File: src/rtl/adc_capture_ctrl.sv
// Capture sequencer: arms from software, keeps a pre-trigger history in a circular
// BRAM record, detects the trigger and completes a record of programmable length.
module adc_capture_ctrl #(
    parameter int C_AddrBits = 14,
    parameter int C_SmplBits = 16
) (
    input  logic                    AdcFrmClk,
    input  logic                    SysRst,
    input  logic                    AdcDataValid,
    input  logic [8*C_SmplBits-1:0] AdcData,
    input  logic                    CfgArm,
    input  logic                    CfgAbort,
    input  logic [C_AddrBits-1:0]   CfgLength,
    input  logic [C_AddrBits-1:0]   CfgPreTrig,
    input  logic [1:0]              CfgTrigMode,
    input  logic [2:0]              CfgTrigChnl,
    input  logic [15:0]             CfgTrigLevel,
    input  logic                    ExtTrig,
    output logic [C_AddrBits-1:0]   BramAddr,
    output logic [8*C_SmplBits-1:0] BramDin,
    output logic                    BramWe,
    output logic                    CapBusy,
    output logic                    CapDone,
    output logic                    CapErr,
    output logic [C_AddrBits-1:0]   TrigAddr
);

    localparam int DW = 8 * C_SmplBits;
    localparam int CW = (C_SmplBits > 16) ? C_SmplBits : 16;

    localparam logic [2:0] ST_IDLE = 3'd0;
    localparam logic [2:0] ST_PRE  = 3'd1;
    localparam logic [2:0] ST_WAIT = 3'd2;
    localparam logic [2:0] ST_POST = 3'd3;
    localparam logic [2:0] ST_DONE = 3'd4;

    localparam logic [1:0] MODE_IMM  = 2'b00;
    localparam logic [1:0] MODE_RISE = 2'b01;
    localparam logic [1:0] MODE_FALL = 2'b10;

    function automatic logic signed [CW-1:0] sext_smp(input logic signed [C_SmplBits-1:0] v);
        return CW'(v);
    endfunction

    function automatic logic signed [CW-1:0] sext_lvl(input logic signed [15:0] v);
        return CW'(v);
    endfunction

    function automatic logic [C_AddrBits-1:0] sat_pretrig(input logic [C_AddrBits-1:0] p,
                                                          input logic [C_AddrBits-1:0] len);
        return (p > len) ? len : p;
    endfunction

    logic                  arm_s1, arm_s2, arm_pls_q;
    logic                  abt_s1, abt_s2;
    logic [2:0]            state_q;
    logic [C_AddrBits-1:0] len_q, peff_q, rem_q, addr_q, trig_addr_q;
    logic [1:0]            mode_q;
    logic [2:0]            chnl_q;
    logic                  prev_vld_q, err_q, busy_q, done_q;
    logic signed [CW-1:0]  level_q, prev_q;

    logic [DW-1:0]         din_p1;
    logic                  vld_p1;
    logic [C_AddrBits-1:0] addr_p1;

    logic signed [C_SmplBits-1:0] lane_p0 [8];
    logic signed [CW-1:0]  sel_p0;
    logic [C_AddrBits-1:0] peff_in, addr_inc_p0, post_n_p0;
    logic                  busy_p0, vld_p0, trig_p0, arm_go_p0;

    for (genvar g = 0; g < 8; g++) begin : g_lane
        assign lane_p0[g] = AdcData[g*C_SmplBits +: C_SmplBits];
    end

    // Stage p0: decide on the sample currently on AdcData
    always_comb begin
        peff_in     = sat_pretrig(CfgPreTrig, CfgLength);
        busy_p0     = (state_q == ST_PRE) || (state_q == ST_WAIT) || (state_q == ST_POST);
        vld_p0      = busy_p0 && AdcDataValid && !abt_s2;
        arm_go_p0   = arm_pls_q && !abt_s2 && !busy_p0;
        sel_p0      = sext_smp(lane_p0[chnl_q]);
        addr_inc_p0 = (addr_q == len_q) ? '0 : addr_q + 1'b1;
        post_n_p0   = len_q - peff_q;
        case (mode_q)
            MODE_IMM:  trig_p0 = 1'b1;
            MODE_RISE: trig_p0 = prev_vld_q && (prev_q < level_q) && (sel_p0 >= level_q);
            MODE_FALL: trig_p0 = prev_vld_q && (prev_q >= level_q) && (sel_p0 < level_q);
            default:   trig_p0 = ExtTrig;
        endcase
    end

    // Threshold and previous-sample history carry no reset; prev_vld_q guards their use
    always_ff @(posedge AdcFrmClk) begin
        if (arm_go_p0)
            level_q <= sext_lvl(CfgTrigLevel);
        if (vld_p0 && (state_q == ST_WAIT))
            prev_q <= sel_p0;
    end

    always_ff @(posedge AdcFrmClk or posedge SysRst) begin
        if (SysRst) begin
            arm_s1      <= 1'b0;
            arm_s2      <= 1'b0;
            arm_pls_q   <= 1'b0;
            abt_s1      <= 1'b0;
            abt_s2      <= 1'b0;
            state_q     <= ST_IDLE;
            len_q       <= '0;
            peff_q      <= '0;
            rem_q       <= '0;
            addr_q      <= '0;
            trig_addr_q <= '0;
            mode_q      <= '0;
            chnl_q      <= '0;
            prev_vld_q  <= 1'b0;
            err_q       <= 1'b0;
            busy_q      <= 1'b0;
            done_q      <= 1'b0;
            din_p1      <= '0;
            vld_p1      <= 1'b0;
            addr_p1     <= '0;
        end else begin
            arm_s1    <= CfgArm;
            arm_s2    <= arm_s1;
            arm_pls_q <= arm_s1 & ~arm_s2;
            abt_s1    <= CfgAbort;
            abt_s2    <= abt_s1;

            // Stage p1: BRAM write port, one cycle behind the sample
            din_p1  <= AdcData;
            vld_p1  <= vld_p0;
            addr_p1 <= addr_q;
            busy_q  <= busy_p0;
            done_q  <= (state_q == ST_DONE);

            if (vld_p0)
                addr_q <= addr_inc_p0;

            if (abt_s2) begin
                state_q <= ST_IDLE;
            end else if (busy_p0 && !AdcDataValid) begin
                state_q <= ST_IDLE;
                err_q   <= 1'b1;
            end else begin
                case (state_q)
                    ST_IDLE, ST_DONE: begin
                        if (arm_pls_q) begin
                            len_q      <= CfgLength;
                            peff_q     <= peff_in;
                            rem_q      <= peff_in;
                            mode_q     <= CfgTrigMode;
                            chnl_q     <= CfgTrigChnl;
                            addr_q     <= '0;
                            err_q      <= 1'b0;
                            prev_vld_q <= 1'b0;
                            state_q    <= (peff_in == '0) ? ST_WAIT : ST_PRE;
                        end
                    end
                    ST_PRE: begin
                        rem_q <= rem_q - 1'b1;
                        if (rem_q == C_AddrBits'(1))
                            state_q <= ST_WAIT;
                    end
                    ST_WAIT: begin
                        prev_vld_q <= 1'b1;
                        if (trig_p0) begin
                            trig_addr_q <= addr_q;
                            rem_q       <= post_n_p0;
                            state_q     <= (post_n_p0 == '0) ? ST_DONE : ST_POST;
                        end
                    end
                    ST_POST: begin
                        rem_q <= rem_q - 1'b1;
                        if (rem_q == C_AddrBits'(1))
                            state_q <= ST_DONE;
                    end
                    default: state_q <= ST_IDLE;
                endcase
            end
        end
    end

    assign BramAddr = addr_p1;
    assign BramDin  = din_p1;
    assign BramWe   = vld_p1;
    assign CapBusy  = busy_q;
    assign CapDone  = done_q;
    assign CapErr   = err_q;
    assign TrigAddr = trig_addr_q;

endmodule
File: config.mk
export PLATFORM = sky130hd
export DESIGN_NAME = adc_capture_ctrl
export DESIGN_NICKNAME = d
export VERILOG_FILES = /design/src/rtl/adc_capture_ctrl.sv
export SDC_FILE = /design/constraint.sdc
export NUM_CORES = 1
export LEC_CHECK = 0
export BUFFER_PORTS_ARGS = -buffer_cell sky130_fd_sc_hd__buf_2
export CORE_MARGIN = 1.5
export CORE_UTILIZATION = 52
export DETAILED_ROUTE_END_ITERATION = 16
export PLACE_DENSITY = 0.8
export SLEW_MARGIN = 0
export SYNTH_ARGS = -nofsm -noshare
export SYNTH_HDL_FRONTEND = slang
export SYNTH_SLANG_ARGS = --single-unit
File: constraint.sdc
create_clock -name AdcFrmClk -period 9.9 [get_ports AdcFrmClk]
set_input_delay 1.98 -clock AdcFrmClk [delete_from_list [all_inputs] [get_ports AdcFrmClk]]
set_output_delay 1.98 -clock AdcFrmClk [all_outputs]
set_load 0.01 [all_outputs]
Word level (Yosys, flattened, before mapping)
Index checks and enable logic that the tools add are counted.
{"block": "op_classes", "n_eq_ne": 14, "n_lt_le_gt_ge": 6, "mux": 27, "bitwise": 5, "addsub": 3, "reduce_logical": 31}
{"operator": "14-bit 2-to-1 mux", "count": 9}
{"operator": "16-bit binary-select mux with 3-bit select", "count": 1}
{"operator": "14-bit case mux with 3 select lines", "count": 1}
{"operator": "16-bit >= comparator", "count": 2}
{"operator": "16-bit < comparator", "count": 2}
{"operator": "16-bit 2-to-1 mux", "count": 2}
{"operator": "14-bit zero test", "count": 2}
{"operator": "3-bit 2-to-1 mux", "count": 7}
{"operator": "4-bit AND reduction", "count": 4}
{"operator": "14-bit by 1-bit adder with 14-bit output, second input constant", "count": 1}
{"operator": "14-bit by 1-bit == test with 1-bit output, second input constant", "count": 1}
{"operator": "14-bit == test", "count": 1}
{"operator": "14-bit greater-than comparator", "count": 1}
{"operator": "14-bit by 1-bit subtractor with 14-bit output, second input constant", "count": 1}
{"operator": "14-bit subtractor", "count": 1}
{"operator": "3-bit case mux with 4 select lines", "count": 1}
{"operator": "1-bit logical AND", "count": 10}
{"operator": "4-bit by 2-bit != test with 1-bit output, second input constant", "count": 2}
{"operator": "3-bit by 2-bit == test with 1-bit output, second input constant", "count": 2}
{"operator": "2-bit nonzero test", "count": 3}
{"operator": "5-bit AND reduction", "count": 1}
{"operator": "4-bit >= comparator, second input constant", "count": 1}
{"operator": "2-bit != test, second input constant", "count": 2}
{"operator": "4-bit by 3-bit != test with 1-bit output, second input constant", "count": 1}
{"operator": "19 further kinds", "count": 27}
{"block": "totals", "elab_cells": 108, "register_bits": 262, "inputBits": 183}

Depth between registers and ports, before layout
{"block": "logic_depth", "ltp_word": 11, "ltp_mapped": 14, "ltp_nobuf": 11}

Least setup slack after synthesis
Ideal clock, no wire load.
{"block": "synth_timing", "kind": "input -> register", "start": "input port AdcData[122]", "end": "register rem_q[0]", "cell_stages": 12, "setup_ns": 0.125, "arrival_time_ns": 4.819, "path_buffers": 1, "setup_slack_ns": 4.956, "cell_sequence": "mux4_2 > mux2_2 > ha_1 > and3_1 > a221oi_2 > o2111ai_1 > or3_1 > o21ai_1 > a2bb2oi_2 > a21boi_2 > buf_6 > mux2_4"}
{"block": "synth_via", "elab_chain_cells": 8, "elab_cells_between_ends": 10}
{"element": "start: declaration", "line_no": "10", "rtl": "input logic [8*C_SmplBits-1:0] AdcData,"}
{"element": "16-bit binary-select mux with 3-bit select *", "line_no": "82", "rtl": "sel_p0 = sext_smp(lane_p0[chnl_q]);"}
{"element": "16-bit 2-to-1 mux (not written as such) * (2 in a row)", "line_no": "82"}
{"element": "named net sel_p0[10]", "line_no": "68", "rtl": "logic signed [CW-1:0] sel_p0;"}
{"element": "16-bit < comparator / 16-bit >= comparator (equally long branches)", "line_no": "88, 87"}
{"element": "1-bit logical AND (on tied branches)", "line_no": "88, 87"}
{"element": "1-bit case mux with 3 select lines *", "line_no": "85", "rtl": "case (mode_q)"}
{"element": "2-bit != test (no source line) *"}
{"element": "5-bit AND reduction (no source line) *"}
{"element": "end signal: assignment", "line_no": "151", "rtl": "rem_q <= peff_in;"}
{"element": "end signal: assignment", "line_no": "161", "rtl": "rem_q <= rem_q - 1'b1;"}
{"element": "end signal: assignment", "line_no": "169", "rtl": "rem_q <= post_n_p0;"}
{"element": "end: declaration", "line_no": "57", "rtl": "logic [C_AddrBits-1:0] len_q, peff_q, rem_q, addr_q, trig_addr_q;"}
The timed path passes the listed nets; every way through them passes the cells marked *. The select of a mux whose other input is x is not followed.
A chain may end at the register's enable or synchronous reset.

Worst setup path after layout
{"block": "layout_timing", "start": "input port AdcData[127]", "end": "register rem_q[11]"}
The elaborated chain is that of the path after synthesis.

==> impl_metrics.yaml <==
placement:
  gp_congestion: 0.914
  port_buffers: 342
  dp_hpwl_um: 24300
  numPlacedInstances: 1543
sta:
  fin_crit_ns: 5.18
  slew_viol_final: 0
  setup_tns_ns: 0
  timing.fmax_mhz: 193
  hold_viol_final: 0
  maxSlewHeadroom_pct: 30.6
  setup_violations: 0
  rsz0062_at_grt: "no"
  tightest_slew_ns: 1.04
  final.period_utilization_pct: 52.3
  fin_skew_ns: 0.0184
worst_setup_path:
  r2r-start: "chnl_q[1]"
  critPathMaxFanout: 13
  worstPathCellList: "buf_2 -> mux4_2 -> mux2_2 -> ha_1 -> nand4_1 -> or2_2 -> a211oi_1 -> or3_1 -> o21ai_1 -> a2bb2oi_2 -> a21boi_2 -> mux2_2"
  arrival_ns: 5.61
  required_ns: 10.33
  start_kind: "primary input"
  reg2reg_depth: 12
  critPathTopFamily: "compound AO/OA/AOI/OAI gates"
  path_common_cell: "mux2_2"
  cp_num_buf_inv: 1
  end_kind: "flop"
  timing_worst_setup_path_type: "in -> reg"
  r2r-end: "rem_q[11]"
  ff2ff_setup_slack_ns: 5.21
  critical_path.slowest_cell: "a21boi_2"
  critPathMaxStageDelay_ns: 0.68
layout:
  multiInputGateArea_um2: 4740
  ff_latch_area_um2: 6720
  nets: 1539
  final_cell_mix: "buf_2, dfrtp_1, nand2_1"
  area_delta_synth_final_pct: 25.4
  final_common_cell: "buf_2"
  fillers: 1653
  fin_cells: 1596
  drive_gt1_share_pct: 37.5
die:
  die_w_um: 154
  die_h_um: 154
  die_area_um2: 23600
  start_util_pct: 53.6
  fp-row-count: 54
  io-pin-count: 343
  core_area_um2: 22000
clock_network:
  cts_tree: "done"
  post_cts_buffers: 0
  cts_buffer_depth: 3
  htree_levels: 1
  path_clk_slew_ns: 0.06
  clockRootBuffer: "clkbuf_16"
  cts_made_buffers: 28
  cts.sinks: 262
  hold_buffers: 0
  ctsResizeCount: 0
  insertion_delay_ns: 0.56
synth:
  synth_edf_count: 32
  avgSynthCellArea_um2: 12.6
  yosysWarningCount: 0
  yosysSeqAreaShare_pct: 56.8
  async_flop_share_pct: 87.8
  ys_ff_latch: 262
  synth_flop_cell: "dfrtp_1"
  netlist_area_um2: 11800
  ys_types: 75
  synth_nets: 1187
  postSynthCellCount: 941
power:
  cellPowerDensity_nw_per_um2: 260
  combPwrFrac_pct: 35.5
  switchingPower_uw: 1350
  switching_share_pct: 35.0
  clkPwrFrac_pct: 28.3
  ir_worst_vdd_v: 0.000178
  p_leak_uw: 0.00726
  seqPwrFrac_pct: 36.3
  intPower_uw: 2510
global_route:
  grt_remaining_overflow: 0
  grt_max_degree: 84
  grt_pass1_vias: 9190
  antenna_found_initial: 1
  grt_first_pass_wirelength_um: 50300
  grt_usage_pct: 27.2
min_path:
  worst_hold_path_type: "reg -> reg"
  hp-start: "abt_s1"
  whs_path_depth: 0
  holdPathEnd: "abt_s2"
job:
  drv_cap: 0
routing:
  drc: 0
  drt-total-wl_um: 31700
  drtPass1Iterations: 5
  vias_per_cell: 5.66
  first_iter_violations: 708
  wl_per_cell_um: 19.9
  detail-route-antenna-nets: 0
  via_count: 9041
outcome:
  outcome: "complete, no violations"
-- worst max-delay path by stage --
stage | startpoint | end | depth (start not counted) | slack [ns]
final | AdcData[127] | rem_q[11] | 12 | 4.72
after detailed placement | AdcData[45] | rem_q[11] | 12 | 4.19
after CTS | AdcData[127] | rem_q[11] | 12 | 4.76
after floorplan | SysRst | BramAddr[0] | 1 | 1.62
after global routing | AdcData[73] | rem_q[11] | 12 | 4.52
after global placement | AdcData[121] | TrigAddr[8] | 12 | 4.32
-- power groups by stage --
| stage | logic, µW | clock network, µW | registers [µW] |
|---|---|---|---|
| 2_1_floorplan | 1000 | 0 | 1370 |
| 3_3_place_gp | 1310 | 0 | 1410 |
| 3_5_place_dp | 1340 | 0 | 1410 |
| 4_1_cts | 1360 | 1110 | 1400 |
| 5_1_grt | 1500 | 1160 | 1420 |
| 6_report | 1370 | 1090 | 1400 |
-- final cells by class --
cell class	instances	share of cell area (%)
sequential	262	45.3
clock inverter	16	1.22
inverter	64	1.67
tap	280	2.36
timing repair buffer	348	11.9
antenna	1	0.0169
clock buffer	36	5.55
multi-input combinational	589	32.0
-- state kept, by name, summed over array words and instances, names as in the netlist, 2 cells and up --
signal    cells
BramDin     128
level_q      16
prev_q       16
BramAddr     14
TrigAddr     14
addr_q       14
len_q        14
peff_q       14
rem_q        14
chnl_q        3
state_q       3
mode_q        2
-- routing by layer --
metal / wire [µm] / up-vias / GRT usage [%]
li1: - / 4132 / -
met1: 13300 / 4452 / 36.5
met2: 15300 / 387 / 44.9
met3: 2340 / 70 / 5.92
met4: 799 / 0 / 7.72
met5: 0 / - / 0
-- synthesized netlist by cell type (3+ instances only) --
| cell type | number | area (µm²) |
|---|---|---|
| dfrtp_1 | 230 | 5760 |
| nand2_1 | 83 | 312 |
| ha_1 | 62 | 776 |
| inv_1 | 62 | 233 |
| o21ai_0 | 48 | 240 |
| nor2_1 | 43 | 161 |
| mux2_2 | 33 | 372 |
| a21oi_1 | 32 | 160 |
| edfxtp_1 | 32 | 961 |
| mux4_2 | 32 | 721 |
| xor2_1 | 25 | 219 |
| clkbuf_1 | 18 | 67.6 |
| nand4_1 | 16 | 100 |
| nor3_1 | 16 | 80.1 |
| mux2i_1 | 14 | 140 |
| nor4_1 | 14 | 87.6 |
| xnor2_1 | 12 | 105 |
| and3_1 | 10 | 62.6 |
| nand3_1 | 10 | 50.1 |
| nor2b_1 | 10 | 62.6 |
| a21o_1 | 8 | 60.1 |
| o211ai_1 | 8 | 60.1 |
| or3_1 | 8 | 50.1 |
| mux2_4 | 7 | 105 |
| o221ai_1 | 7 | 61.3 |
| o22ai_1 | 6 | 37.5 |
| or2_2 | 6 | 37.5 |
| a211oi_1 | 5 | 37.5 |
| nand2b_1 | 5 | 31.3 |
| a22oi_1 | 4 | 30.0 |
| a31oi_1 | 4 | 25.0 |
| buf_1 | 4 | 15.0 |
| o211a_1 | 4 | 40.0 |
| a2111oi_0 | 3 | 26.3 |
| a22o_1 | 3 | 26.3 |
| nor3b_1 | 3 | 22.5 |
| o31ai_1 | 3 | 22.5 |
| or4_1 | 3 | 22.5 |
-- worst reg2reg max path, stage by stage, from the launching register on --
cell and delay (ns):
dfrtp_1 0.72, buf_4 0.41, mux4_2 0.40, mux2_2 0.31, ha_1 0.34, nand4_1 0.13, or2_2 0.35, a211oi_1 0.35
or3_1 0.19, o21ai_1 0.09, a2bb2oi_2 0.18, a21boi_2 0.69, mux2_2 0.42
-- kinds of logic (layout without fill, tap and decap cells) --
logic type      after synthesis  in the layout  synth area share [%]
flops                       262            262                  56.8
mux                          86             86                  11.3
fa+ha+maj                    63             63                  6.74
buf+inv                      90            464                  3.01
other cells                   0              1                     0
simple gates                238            238                  9.98
compound gates              165            165                  9.37
xor+xnor                     37             37                  2.74
-- per-stage QoR --
step | utilization [%] | instance area (µm²) | total power, µW | setup WS (ns) | hold WS [ns]
after detailed placement | 62.7 | 13800 | 2760 | 4.19 | 0.335
after floorplan | - | 11800 | 2370 | 1.62 | 0.331
final | 67.3 | 14800 | 3860 | 4.72 | 0.350
after CTS | 67.3 | 14800 | 3870 | 4.76 | 0.353
after global placement | 62.7 | 13800 | 2720 | 4.32 | 0.335
after global routing | 67.3 | 14800 | 4080 | 4.52 | 0.373
Power figures use the tool's default switching activity.
